File: src/rtl/axis_ctr_rx.sv
// axis_ctr_rx: AXI4-Stream sink that checks an incrementing counter stream and flags handshake violations
module axis_ctr_rx #(
    parameter int         byte_width    = 4,
    parameter logic [7:0] STALL_PATTERN = 8'h00,
    parameter int         ERR_CNT_WIDTH = 16,
    parameter bit         SYNC_ON_FIRST = 1'b1
) (
    input  logic                     clk,
    input  logic                     resetn,
    input  logic                     tvalid_i,
    output logic                     tready_o,
    input  logic [8*byte_width-1:0]  tdata_i,
    input  logic                     tlast_i,
    output logic [8*byte_width-1:0]  expected_o,
    output logic [31:0]              beat_count_o,
    output logic [ERR_CNT_WIDTH-1:0] err_count_o,
    output logic                     err_sticky_o,
    output logic                     proto_err_o,
    output logic                     locked_o
);
    localparam int DW = 8*byte_width;
    localparam logic [0:0] HUNT   = 1'b0;
    localparam logic [0:0] LOCKED = 1'b1;

    logic [0:0]               state_q, state_d;
    logic [2:0]               ptr_q;
    logic                     tready_q;
    logic [DW-1:0]            exp_q, exp_d;
    logic [31:0]              cnt_q, cnt_d;
    logic [ERR_CNT_WIDTH-1:0] err_q, err_d;
    logic                     sticky_q, sticky_d;
    logic                     proto_q, proto_d;
    logic                     pend_q;
    logic [DW-1:0]            cap_q;
    logic                     accept;
    logic                     checking;
    logic                     beat_err;

    assign accept   = tvalid_i && tready_q;
    // Without seeding, the very first beat is already held against expected=0.
    assign checking = (state_q == LOCKED) || !SYNC_ON_FIRST;
    // A sequence error and a missing tlast on one beat collapse into a single error.
    assign beat_err = accept && (!tlast_i || (checking && tdata_i != exp_q));

    // Next-state for lock state, expected value, counters and the sticky protocol flag
    always_comb begin
        state_d  = (!SYNC_ON_FIRST || accept) ? LOCKED : state_q;
        exp_d    = accept ? tdata_i + DW'(1) : exp_q;
        cnt_d    = cnt_q + 32'(accept);
        err_d    = (beat_err && err_q != '1) ? err_q + ERR_CNT_WIDTH'(1) : err_q;
        sticky_d = sticky_q || beat_err;
        proto_d  = proto_q || (pend_q && (!tvalid_i || tdata_i != cap_q));
    end

    // Registered state, backpressure pattern and stalled-beat capture
    always_ff @(posedge clk) begin
        if (!resetn) begin
            state_q  <= HUNT;
            ptr_q    <= 3'd0;
            tready_q <= 1'b0;
            exp_q    <= '0;
            cnt_q    <= '0;
            err_q    <= '0;
            sticky_q <= 1'b0;
            proto_q  <= 1'b0;
            pend_q   <= 1'b0;
            cap_q    <= '0;
        end else begin
            state_q  <= state_d;
            ptr_q    <= ptr_q + 3'd1;
            tready_q <= !STALL_PATTERN[ptr_q];
            exp_q    <= exp_d;
            cnt_q    <= cnt_d;
            err_q    <= err_d;
            sticky_q <= sticky_d;
            proto_q  <= proto_d;
            pend_q   <= tvalid_i && !tready_q;
            cap_q    <= tdata_i;
        end
    end

    assign tready_o     = tready_q;
    assign expected_o   = exp_q;
    assign beat_count_o = cnt_q;
    assign err_count_o  = err_q;
    assign err_sticky_o = sticky_q;
    assign proto_err_o  = proto_q;
    assign locked_o     = (state_q == LOCKED);
endmodule

File: config.mk
export PLATFORM = sky130hd
export DESIGN_NAME = axis_ctr_rx
export DESIGN_NICKNAME = d
export VERILOG_FILES = /design/src/rtl/axis_ctr_rx.sv
export SDC_FILE = /design/constraint.sdc
export NUM_CORES = 1
export LEC_CHECK = 0
export CORE_ASPECT_RATIO = 1.4
export CORE_MARGIN = 4
export CORE_UTILIZATION = 56
export DETAILED_ROUTE_END_ITERATION = 6
export PLACE_DENSITY_LB_ADDON = 0.1
export SLEW_MARGIN = 20
export SYNTH_ARGS = -nofsm -noshare
export SYNTH_HDL_FRONTEND = slang
export SYNTH_SLANG_ARGS = --single-unit
File: constraint.sdc
create_clock -name clk -period 8.2 [get_ports clk]
set_clock_uncertainty 0.2 [all_clocks]
set_input_delay 2.05 -clock clk [delete_from_list [all_inputs] [get_ports clk]]
set_output_delay 2.05 -clock clk [all_outputs]
set_load 0.005 [all_outputs]
# After elaboration in Yosys (flattened, before gate mapping)
# Memory sizes are Yosys's and may differ from the RTL's. A register that Yosys moved wholly into a read port is not among the register bits.
# Cells that the tools add are included.
# classes
n_shift	0
div	0
n_bitwise	0
n_addsub	4
mul	0
eq_ne	3
order_cmp	1
reduce_logical	14
n_mux	2
# op_table
op	count
32-bit != test	2
32-bit by 1-bit adder with 32-bit output	1
32-bit by 1-bit adder with 32-bit output (second input constant)	1
16-bit by 1-bit adder with 16-bit output (second input constant)	1
16-bit != test (second input constant)	1
1-bit logical AND	6
1-bit logical NOT	4
1-bit logical OR	4
3-bit by 4-bit less-than comparator with 1-bit output (second input constant)	1
3-bit by 1-bit adder with 3-bit output (second input constant)	1
3-bit 2-to-1 mux	1
1-bit 2-to-1 mux	1
# totals
n_memories	1
reg_bits	120
latch_bits	0
mem_bits_rw	0
romBits	8
# mem_list
name	depth	word_bits	read_ports	rd_ports_with_merged_regs	wr	line_no	source
(name not given)	8	1	1	1	0	71	tready_q <= !STALL_PATTERN[ptr_q];

# Longest topological paths before layout
# logic_depth
word_depth	5
ltp_mapped	12

# Worst setup path after synthesis
# No wires, ideal clock.
# synth_timing
path_type	input -> register
startpoint	input port tvalid_i
endpoint	register cnt_q[28] (netlist: beat_count_o[28])
required_ns	7.872
setup_slack_ns	3.807
path_stages	12
arrival_ns	4.066
n_path_buf	3
path_cell_list	nand2_1 > inv_1 > clkbuf_1 > clkbuf_1 > ha_1 > ha_1 > and3_1 > and2_1 > clkbuf_2 > and4_1 > xnor2_1 > nor2_1
# synth_via
elab_chain_len	2
# synth_lines
element	line_no	source
start, declared	10	input logic tvalid_i,
1-bit logical AND	39	assign accept = tvalid_i && tready_q;
named net accept	35	logic accept;
32-bit by 1-bit adder with 32-bit output	49	cnt_d = cnt_q + 32'(accept);
end signal, assigned	73	cnt_q <= cnt_d;
end, declared	29	logic [31:0] cnt_q, cnt_d;
# The timed path passes the listed nets, and every way through them passes these cells.
# A chain may end at the register's enable or synchronous reset.

# Worst setup path in the final report
# layout_timing
startpoint	input port tvalid_i
endpoint	register cnt_q[28] (netlist: beat_count_o[28])
# layout_via
elab_chain_len	2
# layout_lines
element	line_no
1-bit logical AND	39
32-bit by 1-bit adder with 32-bit output	49
# No other way between the ends.

==> summary.md <==
| Metric | Value |
|---|---|
| Status | finished, final reports clean |
| Initial antenna violation count | 0 |
| HP Class | reg2reg |
| Pwr dens | 194 mW/mm^2 |
| Ys async rst share | 0 |
| IO Port Bufs | 119 |
| Antenna cells | 0 |
| First-pass GRT wire length | 24200 um |
| Post-route ant nets | 0 |
| Row cnt | 43 |
| Post-DP Area | 0.00695 mm^2 |
| Hold buffers post-CTS | 0 |
| Area growth syn-to-layout | 29.6% |
| Synth Area per Inst | 8.79 um^2 |
| Number of synthesized register bits | 117 |
| Post-route setup TNS | 0 ns |
| Horiz. Die Dim | 94.0 um |
| Largest cells by area after synthesis | dfxtp_1 40%, xor2_1 11%, xnor2_1 6.6% |
| Clk sinks | 117 |
| Commonest register cell after synthesis | dfxtp_1 |
| Share of layout cells above drive strength 1 | 0.0563 |
| Reg2reg start | tready_o$_SDFF_PN0_ |
| Leading area contributor after synthesis | dfxtp_1 |
| Final setup violating endpoints | 0 |
| Tmin final | 4.81 ns |
| Total GRT Usage | 0.255 |
| Slew Limit Fails | 0 |
| Pleak | 2.76 nW |
| Final hold slack | 0.258 ns |
| GRT overflow | 0 |
| Critical path type | in2reg |
| Worst-Margin Slew | 0.735 ns |
| Worst setup SP type | input pin |
| Vias in the first global route | 4909 |
| Synth cell types | 50 |
| CTS tree | yes |
| Cells after Synth | 660 |
| Slew HR | 0.510 |
| Vias | 5004 |
| Initial Util | 0.580 |
| Critical Path Fanout Max | 65 |
| Die height | 128 um |
| Cell Count, Final, Fillers Out | 899 |
| Initial DRC count | 192 |
| Yosys warnings | 0 |
| CTS Buffer Depth | 2 |
| Largest net degree at the start of global routing | 85 |
| Final cycle utilization of the critical path | 0.587 |
| I/O pin count | 120 |
| Syn nets | 700 |
| Final Hold Viols | 0 |
| Sequential share of the synthesized area | 0.404 |
| Gpl congestion | 0.831 |
| Post-route cell area | 0.00752 mm^2 |
| Core Region | 0.0100 mm^2 |
| RSZ-0062 raised after global routing | no |
| Most common cell in the synthesized netlist | dfxtp_1 |
| DR vias/cell | 5.57 |
| Crit path launch | tvalid_i |
| Post-synth EDFFs | 0 |
| Min-delay src | proto_err_o$_SDFF_PN0_ |
| Fin nets | 793 |
| Top-area cell type share of the netlist area | 0.404 |
| Detailed-route DRC error count | 0 |
| Post-CTS resize count | 0 |
| Synth cell count leaders | 117 x dfxtp_1, 74 x xor2_1, 55 x nor2_1 |
| Clock Tree Root | clkbuf_16 |
| Total CTS buffers | 17 |
| HPWL after DPL | 10700 um |
| Clk slew on worst S/H paths | 0.05 ns |
| Fillers | 768 |
| Routed len/inst | 16.4 um |
| Drt total wl | 14700 um |
| Crit path DAT | 4.89 ns |
| Die area | 0.0121 mm^2 |
| Worst setup EP type | flip-flop |
| Number of levels in the clock H-tree | 4 |
| Mapped Area | 0.00580 mm^2 |
| Dpl cells | 869 |
| CP required | 8.27 ns |
| PnR Total Power | 1.46 mW |
| Fmax | 0.208 GHz |
| Post-CTS setup repair buffer count | 0 |
| DRT Pass-1 Iters | 4 |
| Max VDD drop | 0.153 mV |
| Max Cap Viol | 0 |
| Clock Latency Late Sink | 0.41 ns |
[layout by cell type, fill, tap and decap left out, drive strengths merged, types with 23 or more instances in the layout]
cell | Yosys | routed
a21oi | 23 | 23
and2 | 40 | 40
clkbuf | 26 | 27
clkdlybuf4s50 | 0 | 118
dfxtp | 117 | 117
nand2 | 53 | 53
nand3 | 30 | 30
nand4 | 27 | 27
nor2 | 55 | 55
xnor2 | 44 | 44
xor2 | 74 | 74
[worst paths after layout]
check / slack [ns] / to / depth (start not counted)
max: 3.39 / beat_count_o[28]$_SDFF_PN0_ / 11
min: 0.26 / proto_err_o$_SDFF_PN0_ / 2
max reg2reg: 5.22 / beat_count_o[28]$_SDFF_PN0_ / 10
min reg2reg: 0.26 / proto_err_o$_SDFF_PN0_ / 2
[registers in the layout, summed over array words and instances, names as in the netlist]
signal        flops
err_sticky_o      1
tready_o          1
cap_q            32
expected_o       32
beat_count_o     32
err_count_o      16
proto_err_o       1
locked_o          1
pend_q            1
[final cells by class]
type,instances,area (um^2),share of cell area
clock inverters,3,40.0,0.00533
flip-flops and latches,117,2340,0.312
inverters,9,33.8,0.00449
repair buffers,122,1210,0.161
well taps,135,169,0.0225
multi-input cells,486,3190,0.425
clock buffers,27,533,0.0709
[power breakdown]
group	internal [mW]	leakage [nW]	switching, mW
Combinational	0.0718	1.52	0.0712
Sequential	0.591	0.959	0.0168
Clock	0.468	0.285	0.238
Total	1.13	2.76	0.326
[per-layer routing]
layer	global-route usage	vias to the layer above	part of all wire
met3	0.0468	29	0.053
met4	0.103	0	0.027
met2	0.455	151	0.53
met1	0.298	2377	0.39
li1	-	2447	-
met5	0	-	0
[kinds of logic after synthesis]
group | share of synthesized area
adders and majority gates | 0.00863
xor gates and xnor gates | 0.178
muxes | 0.0242
and+or+nand+nor | 0.248
buffers and inverters | 0.0459
AOI/OAI and AO/OA | 0.0912
DFF | 0.404
[critical path, stage by stage]
cell and delay [ns]:
clkdlybuf4s50_1 0.53, nand2_1 0.14, inv_1 0.08, buf_4 0.51, ha_1 0.34, ha_1 0.27, and3_1 0.25, and2_1 0.28
and4_1 0.25, xnor2_1 0.13, nor2_1 0.06
[through the flow]
step,setup slack [ns],util
after global routing,3.15,0.751
after global placement,3.16,0.694
after CTS,3.41,0.751
after detailed placement,3.00,0.694
after floorplan,3.81,-
final,3.39,0.751
(Power assumes the default switching activity.)
